`config.mk`:
```
export PLATFORM = sky130hd
export DESIGN_NAME = led_step_sequencer
export DESIGN_NICKNAME = d
export VERILOG_FILES = /design/src/rtl/led_seq_pkg.sv /design/src/rtl/pb_sync_edge.sv /design/src/rtl/led_step_sequencer.sv
export SDC_FILE = /design/constraint.sdc
export NUM_CORES = 1
export LEC_CHECK = 0
export BUFFER_PORTS_ARGS = -buffer_cell sky130_fd_sc_hd__buf_2
export CAP_MARGIN = 25
export CORE_MARGIN = 5
export CORE_UTILIZATION = 35
export DETAILED_ROUTE_END_ITERATION = 8
export HOLD_SLACK_MARGIN = 0.06
export PLACE_DENSITY_LB_ADDON = 0.25
export SKIP_CTS_REPAIR_TIMING = 1
export SYNTH_ARGS = -nofsm -noshare
export SYNTH_HDL_FRONTEND = slang
export SYNTH_HIERARCHICAL = 1
export SYNTH_SLANG_ARGS = --single-unit
```
`constraint.sdc`:
```
create_clock -name o_clk -period 4 [get_ports o_clk]
set_input_delay 0.6 -clock o_clk [delete_from_list [all_inputs] [get_ports o_clk]]
set_output_delay 0.6 -clock o_clk [all_outputs]
set_load 0.01 [all_outputs]
```
`src/rtl/led_seq_pkg.sv`:
```
// Shared types and helpers for the LED step sequencer.
// Mode codes, FSM states and the step counter width.
package led_seq_pkg;

  localparam logic [1:0] MODE_FILL   = 2'd0;
  localparam logic [1:0] MODE_CHASE  = 2'd1;
  localparam logic [1:0] MODE_CNTDN  = 2'd2;
  localparam logic [1:0] MODE_BOUNCE = 2'd3;

  typedef enum logic [1:0] {
    IDLE,
    RUN,
    PAUSE,
    DONE
  } state_t;

  // Step counter width: max(1, clog2(n)).
  function automatic int step_width(input int n);
    return (n > 2) ? $clog2(n) : 1;
  endfunction

endpackage

```
`src/rtl/pb_sync_edge.sv`:
```
// Push-button synchroniser with falling-edge detector.
// Emits a registered one-cycle press pulse per button press.
module pb_sync_edge #(
  parameter int SYNC_STAGES = 2
) (
  input  logic o_clk,
  input  logic rst,
  input  logic pb_n,
  output logic press
);

  logic [SYNC_STAGES-1:0] r_sync;
  logic                   r_last;
  logic                   r_press;

  // Shift pb_n through the chain and flag the 1->0 transition.
  always_ff @(posedge o_clk or posedge rst) begin
    if (rst) begin
      r_sync  <= '1;
      r_last  <= 1'b1;
      r_press <= 1'b0;
    end else begin
      r_sync  <= {r_sync[SYNC_STAGES-2:0], pb_n};
      r_last  <= r_sync[SYNC_STAGES-1];
      r_press <= r_last & ~r_sync[SYNC_STAGES-1];
    end
  end

  assign press = r_press;

endmodule

```
`src/rtl/led_step_sequencer.sv`:
```
// N-LED step sequencer with four patterns and pause/resume.
// A button press starts, pauses, resumes or restarts a run.
module led_step_sequencer
  import led_seq_pkg::*;
#(
  parameter int N_LED       = 4,
  parameter int DIP_W       = 4,
  parameter int SYNC_STAGES = 2
) (
  input  logic             o_clk,
  input  logic             rst,
  input  logic [DIP_W-1:0] dip,
  input  logic [1:0]       mode,
  input  logic             pb_n,
  output logic [N_LED-1:0] led_n,
  output logic             busy,
  output logic             done
);

  localparam int SW = step_width(N_LED);
  localparam logic [SW-1:0] LAST = SW'(N_LED - 1);

  state_t           r_state;
  state_t           w_next;
  logic [DIP_W-1:0] r_per;
  logic [DIP_W-1:0] r_tick;
  logic [1:0]       r_mode;
  logic [SW-1:0]    r_step;
  logic             r_dir;
  logic             r_busy;
  logic             r_done;
  logic             w_press;
  logic             w_tick_end;
  logic             w_last;
  logic             w_start;
  logic             w_adv;
  logic [N_LED-1:0] w_lit;

  pb_sync_edge #(
    .SYNC_STAGES(SYNC_STAGES)
  ) u_pb (
    .o_clk(o_clk),
    .rst  (rst),
    .pb_n (pb_n),
    .press(w_press)
  );

  assign w_tick_end = (r_tick == r_per - DIP_W'(1));
  assign w_last     = (r_step == LAST);
  assign w_start    = w_press &&
                      (r_state == IDLE || r_state == DONE);
  assign w_adv      = (r_state == RUN) && !w_press;

  // Next-state decode; a press always wins over a step boundary.
  always_comb begin
    w_next = r_state;
    unique case (r_state)
      IDLE:  if (w_press) w_next = RUN;
      RUN: begin
        if (w_press)
          w_next = PAUSE;
        else if (w_tick_end && w_last &&
                 r_mode != MODE_BOUNCE)
          w_next = DONE;
      end
      PAUSE: if (w_press) w_next = RUN;
      DONE:  if (w_press) w_next = RUN;
      default: w_next = IDLE;
    endcase
  end

  // State register with busy/done registered alongside.
  always_ff @(posedge o_clk or posedge rst) begin
    if (rst) begin
      r_state <= IDLE;
      r_busy  <= 1'b0;
      r_done  <= 1'b0;
    end else begin
      r_state <= w_next;
      r_busy  <= (w_next == RUN) || (w_next == PAUSE);
      r_done  <= (w_next == DONE);
    end
  end

  // Latch period/mode on start; advance tick, step and bounce direction.
  always_ff @(posedge o_clk or posedge rst) begin
    if (rst) begin
      r_per  <= DIP_W'(1);
      r_mode <= MODE_FILL;
      r_tick <= '0;
      r_step <= '0;
      r_dir  <= 1'b1;
    end else if (w_start) begin
      r_per  <= (dip == '0) ? DIP_W'(1) : dip;
      r_mode <= mode;
      r_tick <= '0;
      r_step <= '0;
      r_dir  <= 1'b1;
    end else if (w_adv && w_tick_end) begin
      r_tick <= '0;
      if (r_mode != MODE_BOUNCE) begin
        if (!w_last)
          r_step <= r_step + SW'(1);
      end else if (r_dir) begin
        if (w_last) begin
          r_dir  <= 1'b0;
          r_step <= r_step - SW'(1);
        end else begin
          r_step <= r_step + SW'(1);
        end
      end else begin
        if (r_step == '0) begin
          r_dir  <= 1'b1;
          r_step <= r_step + SW'(1);
        end else begin
          r_step <= r_step - SW'(1);
        end
      end
    end else if (w_adv) begin
      r_tick <= r_tick + DIP_W'(1);
    end
  end

  // Pattern decode from registered state, step and mode only.
  always_comb begin
    w_lit = '0;
    if (r_state != IDLE) begin
      for (int i = 0; i < N_LED; i++) begin
        unique case (r_mode)
          MODE_FILL:  w_lit[i] = (i <= int'(r_step));
          MODE_CHASE: w_lit[i] = (i == int'(r_step));
          MODE_CNTDN: w_lit[i] = (i <= N_LED - 1 - int'(r_step));
          default:    w_lit[i] = (i == int'(r_step));
        endcase
      end
    end
  end

  assign led_n = ~w_lit;
  assign busy  = r_busy;
  assign done  = r_done;

endmodule

```
==> Word level (Yosys, flattened, before mapping) <==
Index checks and enable logic that the tools add are counted.
{ "totals": {"output_inout_bits": 6, "wordCells": 86, "regBits": 21} }
{ "op_classes": {"n_eq_ne": 15, "reduce_logical": 19, "n_bitwise": 3, "mux": 26, "n_lt_le_gt_ge": 7, "n_addsub": 5} }
{ "op_table": {"columns": ["op", "count"], "rows": [
  ["2-bit 2-to-1 mux", 10],
  ["4-bit 2-to-1 mux", 5],
  ["2-bit equality test, second input constant", 6],
  ["2-bit zero test", 4],
  ["1-bit case mux with 2 select lines", 4],
  ["3-bit less-or-equal comparator, first input constant", 2],
  ["1-bit 2-to-1 mux", 6],
  ["1-bit logical AND", 5],
  ["4-bit by 1-bit adder with 4-bit output, second input constant", 1],
  ["2-bit by 1-bit equality test with 1-bit output, second input constant", 2],
  ["2-bit equality test, first input constant", 2],
  ["4-bit equality test", 1],
  ["2-bit less-or-equal comparator, first input constant", 2],
  ["4-bit zero test", 1],
  ["2-bit != test, second input constant", 2],
  ["4-bit inverter", 1],
  ["2-bit case mux with 2 select lines", 1],
  ["2-bit AND reduction", 2],
  ["2-bit nonzero test", 2],
  ["4-bit by 1-bit subtractor with 4-bit output, second input constant", 1],
  ["1-bit by 3-bit less-or-equal comparator with 1-bit output, first input constant", 1],
  ["2-bit by 3-bit less-or-equal comparator with 1-bit output, first input constant", 1],
  ["3-bit != test, second input constant", 1],
  ["3-bit nonzero test", 1],
  ["other kinds (10)", 11]
]} }

==> Logic depth before layout (Yosys ltp) <==
{ "depth": {"ltp_word": 9, "ltp_mapped": 8, "mapped_depth_nobuf": 8} }

==> Cells and area by module <==
The synthesis kept the hierarchy.
{ "modules_own_cells": {"columns": ["mod", "instances", "area_each_um2", "cells_per_inst"], "rows": [
  ["led_step_sequencer", 1, 1066.0, 118],
  ["pb_sync_edge", 1, 121.4, 6]
]} }

==> Worst setup path after synthesis <==
Ideal clock, no wire load.
{ "synth_timing": {"path_kind": "reg-to-reg", "from": "reg r_per[0]", "to": "reg r_busy (netlist: busy)", "arrival_ns": 2.006, "synth_period_minus_slack_ns": 2.132, "setup_ns": 0.126, "setup_slack_ns": 1.868, "path_stages_with_launch": 8, "path_cell_list": "dfstp_2 -> inv_1 -> ha_1 -> xnor2_1 -> nor4_4 -> nand4_1 -> a21boi_1 -> ha_1"} }
{ "synth_between": {"elab_chain_len": 9, "elab_cells_between_ends": 10, "classes_between": "1 x add/sub; 3 x eq/ne; 3 x mux; 3 x reduce/logical"} }
{ "synth_rtl": {"columns": ["element", "line", "rtl"], "rows": [
  ["from (decl)", "led_step_sequencer.sv:25", "logic [DIP_W-1:0] r_per;"],
  ["from (signal assigned)", "led_step_sequencer.sv:94", "r_per <= (dip == '0) ? DIP_W'(1) : dip;"],
  ["4-bit by 1-bit subtractor with 4-bit output (*)", "led_step_sequencer.sv:48", "assign w_tick_end = (r_tick == r_per - DIP_W'(1));"],
  ["4-bit equality test (*)", "led_step_sequencer.sv:48", null],
  ["1-bit logical AND (*) (2 in a row)", "led_step_sequencer.sv:62", "else if (w_tick_end && w_last &&"],
  ["2-bit 2-to-1 mux (*)", "led_step_sequencer.sv:62", null],
  ["2-bit 2-to-1 mux (*)", "led_step_sequencer.sv:60", "if (w_press)"],
  ["2-bit case mux with 2 select lines (*)", "led_step_sequencer.sv:57", "unique case (r_state)"],
  ["net w_next[0]", "led_step_sequencer.sv:24", "state_t w_next;"],
  ["2-bit by 1-bit equality test with 1-bit output / 2-bit equality test (equally long branches)", "led_step_sequencer.sv:80", "r_busy <= (w_next == RUN) || (w_next == PAUSE);"],
  ["1-bit logical OR (*)", "led_step_sequencer.sv:80", null],
  ["to (signal assigned)", "led_step_sequencer.sv:80", null],
  ["to (decl)", "led_step_sequencer.sv:30", "logic r_busy;"]
]} }
Mark *: on every way through the listed nets, which the timed path passes. The rest lies on a longest branch.
A chain may end at the register's enable or synchronous reset.

==> Worst setup path in the final report <==
{ "layout_timing": {"from": "reg r_step[1]", "to": "out led_n[1]"} }
{ "layout_between": {"elab_chain_len": 5, "elab_cells_between_ends": 7, "classes_between": "1 x add/sub; 2 x order compare; 1 x eq/ne; 2 x mux; 1 x bitwise"} }
{ "layout_rtl": {"columns": ["element", "line", "rtl"], "rows": [
  ["from (decl)", "led_step_sequencer.sv:28", "logic [SW-1:0] r_step;"],
  ["from (signal assigned)", "led_step_sequencer.sv:103", "r_step <= r_step + SW'(1);"],
  ["from (signal assigned)", "led_step_sequencer.sv:107", "r_step <= r_step - SW'(1);"],
  ["from (signal assigned)", "led_step_sequencer.sv:109", "r_step <= r_step + SW'(1);"],
  ["2-bit by 2-bit subtractor with 3-bit output", "led_step_sequencer.sv:132", "MODE_CNTDN: w_lit[i] = (i <= N_LED - 1 - int'(r_step));"],
  ["2-bit by 3-bit less-or-equal comparator with 1-bit output", "led_step_sequencer.sv:132", null],
  ["1-bit case mux with 2 select lines (*)", "led_step_sequencer.sv:129", "unique case (r_mode)"],
  ["4-bit 2-to-1 mux (*)", "led_step_sequencer.sv:127", "if (r_state != IDLE) begin"],
  ["4-bit inverter (*)", "led_step_sequencer.sv:139", "assign led_n = ~w_lit;"],
  ["to (decl)", "led_step_sequencer.sv:15", "output logic [N_LED-1:0] led_n,"]
]} }
Mark *: on every way between the ends. The rest lies on a longest branch, timed or not.

==> flow_summary.toml <==
[setup_path]
setup.worst_path.end_class = "output port"
reg2reg_slack_ps = 1630
critPathKind = "reg2out"
timing.critical_path.fanout_max = 7
critical_path_required_ps = 3400
worst-endpoint-arrival_ps = 1860
setup.worst_path.start_class = "register"

[synthesis]
warning_count_from_the_yosys_run = 6
synthCells = 124
syn_nets = 144
synth.most_common_cell = "sky130_fd_sc_hd__nand2_1"
synth_top_flop_cell = "sky130_fd_sc_hd__dfrtp_1"
synth_top_area_frac = 0.3372
yosys_reg_bits = 21
synth_largest_area_cell = "sky130_fd_sc_hd__dfrtp_1"
mappedNetlistArea_um2 = 1187
synthTopCellsByCount = "sky130_fd_sc_hd__nand2_1 (24), sky130_fd_sc_hd__dfrtp_1 (16), sky130_fd_sc_hd__ha_1 (11), sky130_fd_sc_hd__inv_1 (11), sky130_fd_sc_hd__nor2_1 (8)"
synth_async_sr_flop_share = 1.000
synth_cell_types = 31
number_of_enable_flip_flop_cells_after_synthesis = 0
yosys-top-cells-area = "sky130_fd_sc_hd__dfrtp_1 (34%), sky130_fd_sc_hd__ha_1 (12%), sky130_fd_sc_hd__dfstp_2 (11%), sky130_fd_sc_hd__nand2_1 (7.6%), sky130_fd_sc_hd__xnor2_1 (4.4%)"
synth.avg_cell_area_um2 = 9.576
synth.yosys.seq_area_share = 0.4478

[die]
initial_utilization = 0.3587
core_area_um2 = 3311
io_pins = 15
die_area_um2 = 4657
die_width_um = 68.25
row_count = 21
die_h_um = 68.25

[placed_design]
post_detail_place_hpwl_mm = 1.615
place_congestion = 0.7859
port_buffers = 14
dp_worst_setup_slack_ps = 1641

[cells_and_area]
layout-drive-gt1-share = 0.2286
area_delta_synth_final_pct = 12.43
diodes = 0
final_net_count = 161

[global_routing]
grt.total_usage = 0.1097
grt_start_max_net_pins = 18
grt_remaining_overflow = 0
antenna_found_initial = 0
grt_first_pass_wirelength_mm = 3.884
vias_in_the_first_global_route = 933

[outcome]
run_status = "finished clean"

[sta]
min_period_over_period = 0.6138
max-slew-margin-rel = 0.5634
setup_viol = 0
finalCriticalPeriod_ps = 2455
fin_worst_skew_ps = 2.433
timing.fmax_ghz = 0.4073
timing_max_transition_violations_final = 0
setup_tns_ps = 0
final_number_of_hold_violating_endpoints = 0
grt_setup_unrepaired = "no"
finalWorstSetupSlack_ps = 1545
timing_worst_slew_pin_value_ps = 654.2

[clocking]
cts-root-to-sink-buffers = 2
worst_skew_pair.late_latency_ps = 300
cts_num_sinks = 21
cts.reportedPaths.clkPinSlew_ps = 110
cts_root_buf = "sky130_fd_sc_hd__clkbuf_4"
cts_made_buffers = 3
cts_h_tree_lvls = 1
cts_tree = "yes"

[drt]
total_drc_errors_in_the_routed_layout = 0
avgViaCountPerCell = 4.699
vias = 874
drt_wl_total_mm = 2.075
routedWlPerCell_um = 11.16
detail_route.first_pass.iterations = 4
drtAntennaViolNets = 0
drt-initial-drc-count = 22

[pwr]
static-leakage-power_uw = 0.0006415
power_density_nw_per_um2 = 732.6
vdd.ir_drop.worst_mv = 0.2330

[min_path]
hold_path.class = "in2async"

[job]
timing.max_cap.violations = 0
## final timing paths
| path | from | to | depth (start not counted) |
|---|---|---|---|
| worst max-delay path | r_step[1]$_DFFE_PP0P_ | led_n[1] | 8 |
| worst min-delay path | rst | u_pb/press$_DFF_PP0_ | 2 |
| min in group o_clk | u_pb/r_sync[0]$_DFF_PP1_ | u_pb/r_sync[1]$_DFF_PP1_ | 0 |
| worst min register to register | u_pb/r_sync[0]$_DFF_PP1_ | u_pb/r_sync[1]$_DFF_PP1_ | 0 |
| worst max register to register | r_per[0]$_DFFE_PP1P_ | busy$_DFF_PP0_ | 7 |
| max in group asynchronous | rst | r_per[1]$_DFFE_PP0P_ | 2 |
## flip-flops by register name, indices dropped and copies added, names as in the netlist
signal and cells:
busy 1, done 1, r_dir 1, r_mode 2, r_per 4, r_state 2
r_step 2, r_tick 4, u_pb/press 1, u_pb/r_last 1, u_pb/r_sync 2
## report_power, final
group,switching [µW],internal [µW]
combinational,274,222
sequential,87.3,294
clock,63.1,37.3
total,425,553
## critical path, cell delays in order, from the launching register on
cell and delay [ps]:
sky130_fd_sc_hd__dfrtp_1 480, sky130_fd_sc_hd__inv_1 100, sky130_fd_sc_hd__ha_1 240, sky130_fd_sc_hd__inv_1 90, sky130_fd_sc_hd__nor2_1 40, sky130_fd_sc_hd__a211oi_1 160
sky130_fd_sc_hd__a21oi_1 50, sky130_fd_sc_hd__or2_2 270, sky130_fd_sc_hd__buf_2 140
## layout by cell type (no fill, tap or decap), types with 2 or more instances in the layout
cell type / Yosys / final
sky130_fd_sc_hd__or2_2: 2 / 2
sky130_fd_sc_hd__a21oi_1: 4 / 4
sky130_fd_sc_hd__o21ai_0: 7 / 7
sky130_fd_sc_hd__clkbuf_4: 0 / 3
sky130_fd_sc_hd__a31oi_1: 2 / 2
sky130_fd_sc_hd__nand3_1: 3 / 3
sky130_fd_sc_hd__dfrtp_1: 16 / 16
sky130_fd_sc_hd__a211oi_1: 2 / 2
sky130_fd_sc_hd__mux2i_1: 3 / 3
sky130_fd_sc_hd__dfstp_2: 5 / 5
sky130_fd_sc_hd__inv_1: 11 / 11
sky130_fd_sc_hd__o211ai_1: 2 / 2
sky130_fd_sc_hd__buf_2: 0 / 14
sky130_fd_sc_hd__xnor2_1: 6 / 6
sky130_fd_sc_hd__ha_1: 11 / 11
sky130_fd_sc_hd__nand2_1: 24 / 24
sky130_fd_sc_hd__nor2_1: 8 / 8
sky130_fd_sc_hd__nor2b_1: 2 / 2
## per-stage QoR
stage               utilization  std cells  instance area, µm²  hold WS (ps)  total power, µW
floorplan                     -        124                1187         345.2            761.0
global placement         0.3949        182                1308         347.5            870.0
detailed placement       0.3949        182                1308         349.8            888.2
CTS                      0.4033        186                1335         148.0            993.7
global route             0.4033        186                1335         140.6             1086
finish                   0.4033        186                1335         159.0            978.0
## routing by layer
layer  track usage  part of all wire  up-vias  routed length, µm
met5             0                 0        -                  0
met4       0.04467            0.0063        0                 13
met2        0.1877              0.50        9               1032
met1        0.1339              0.47      414                967
met3       0.02135             0.029        2                 61
li1              -                 -      449                  -
## cell families (layout without fill, tap and decap cells)
group / Yosys count / count (layout) / synth area share
compound gates: 23 / 23 / 0.1233
fa+ha+maj: 11 / 11 / 0.1159
buf+inv: 13 / 29 / 0.04110
simple gates: 47 / 47 / 0.2023
flops: 21 / 21 / 0.4478
mux: 3 / 3 / 0.02529
xor+xnor: 6 / 6 / 0.04426
## final cells by class
type	instances	area [µm²]
Fill cell	340	1976
Timing Repair Buffer	14	70.07
Tap cell	46	57.56
Clock inverter	1	5.005
Clock buffer	3	22.52
Inverter	11	41.29
Multi-Input combinational cell	90	606.8
Sequential cell	21	531.8
No activity file was read; power rests on OpenSTA's default activity.
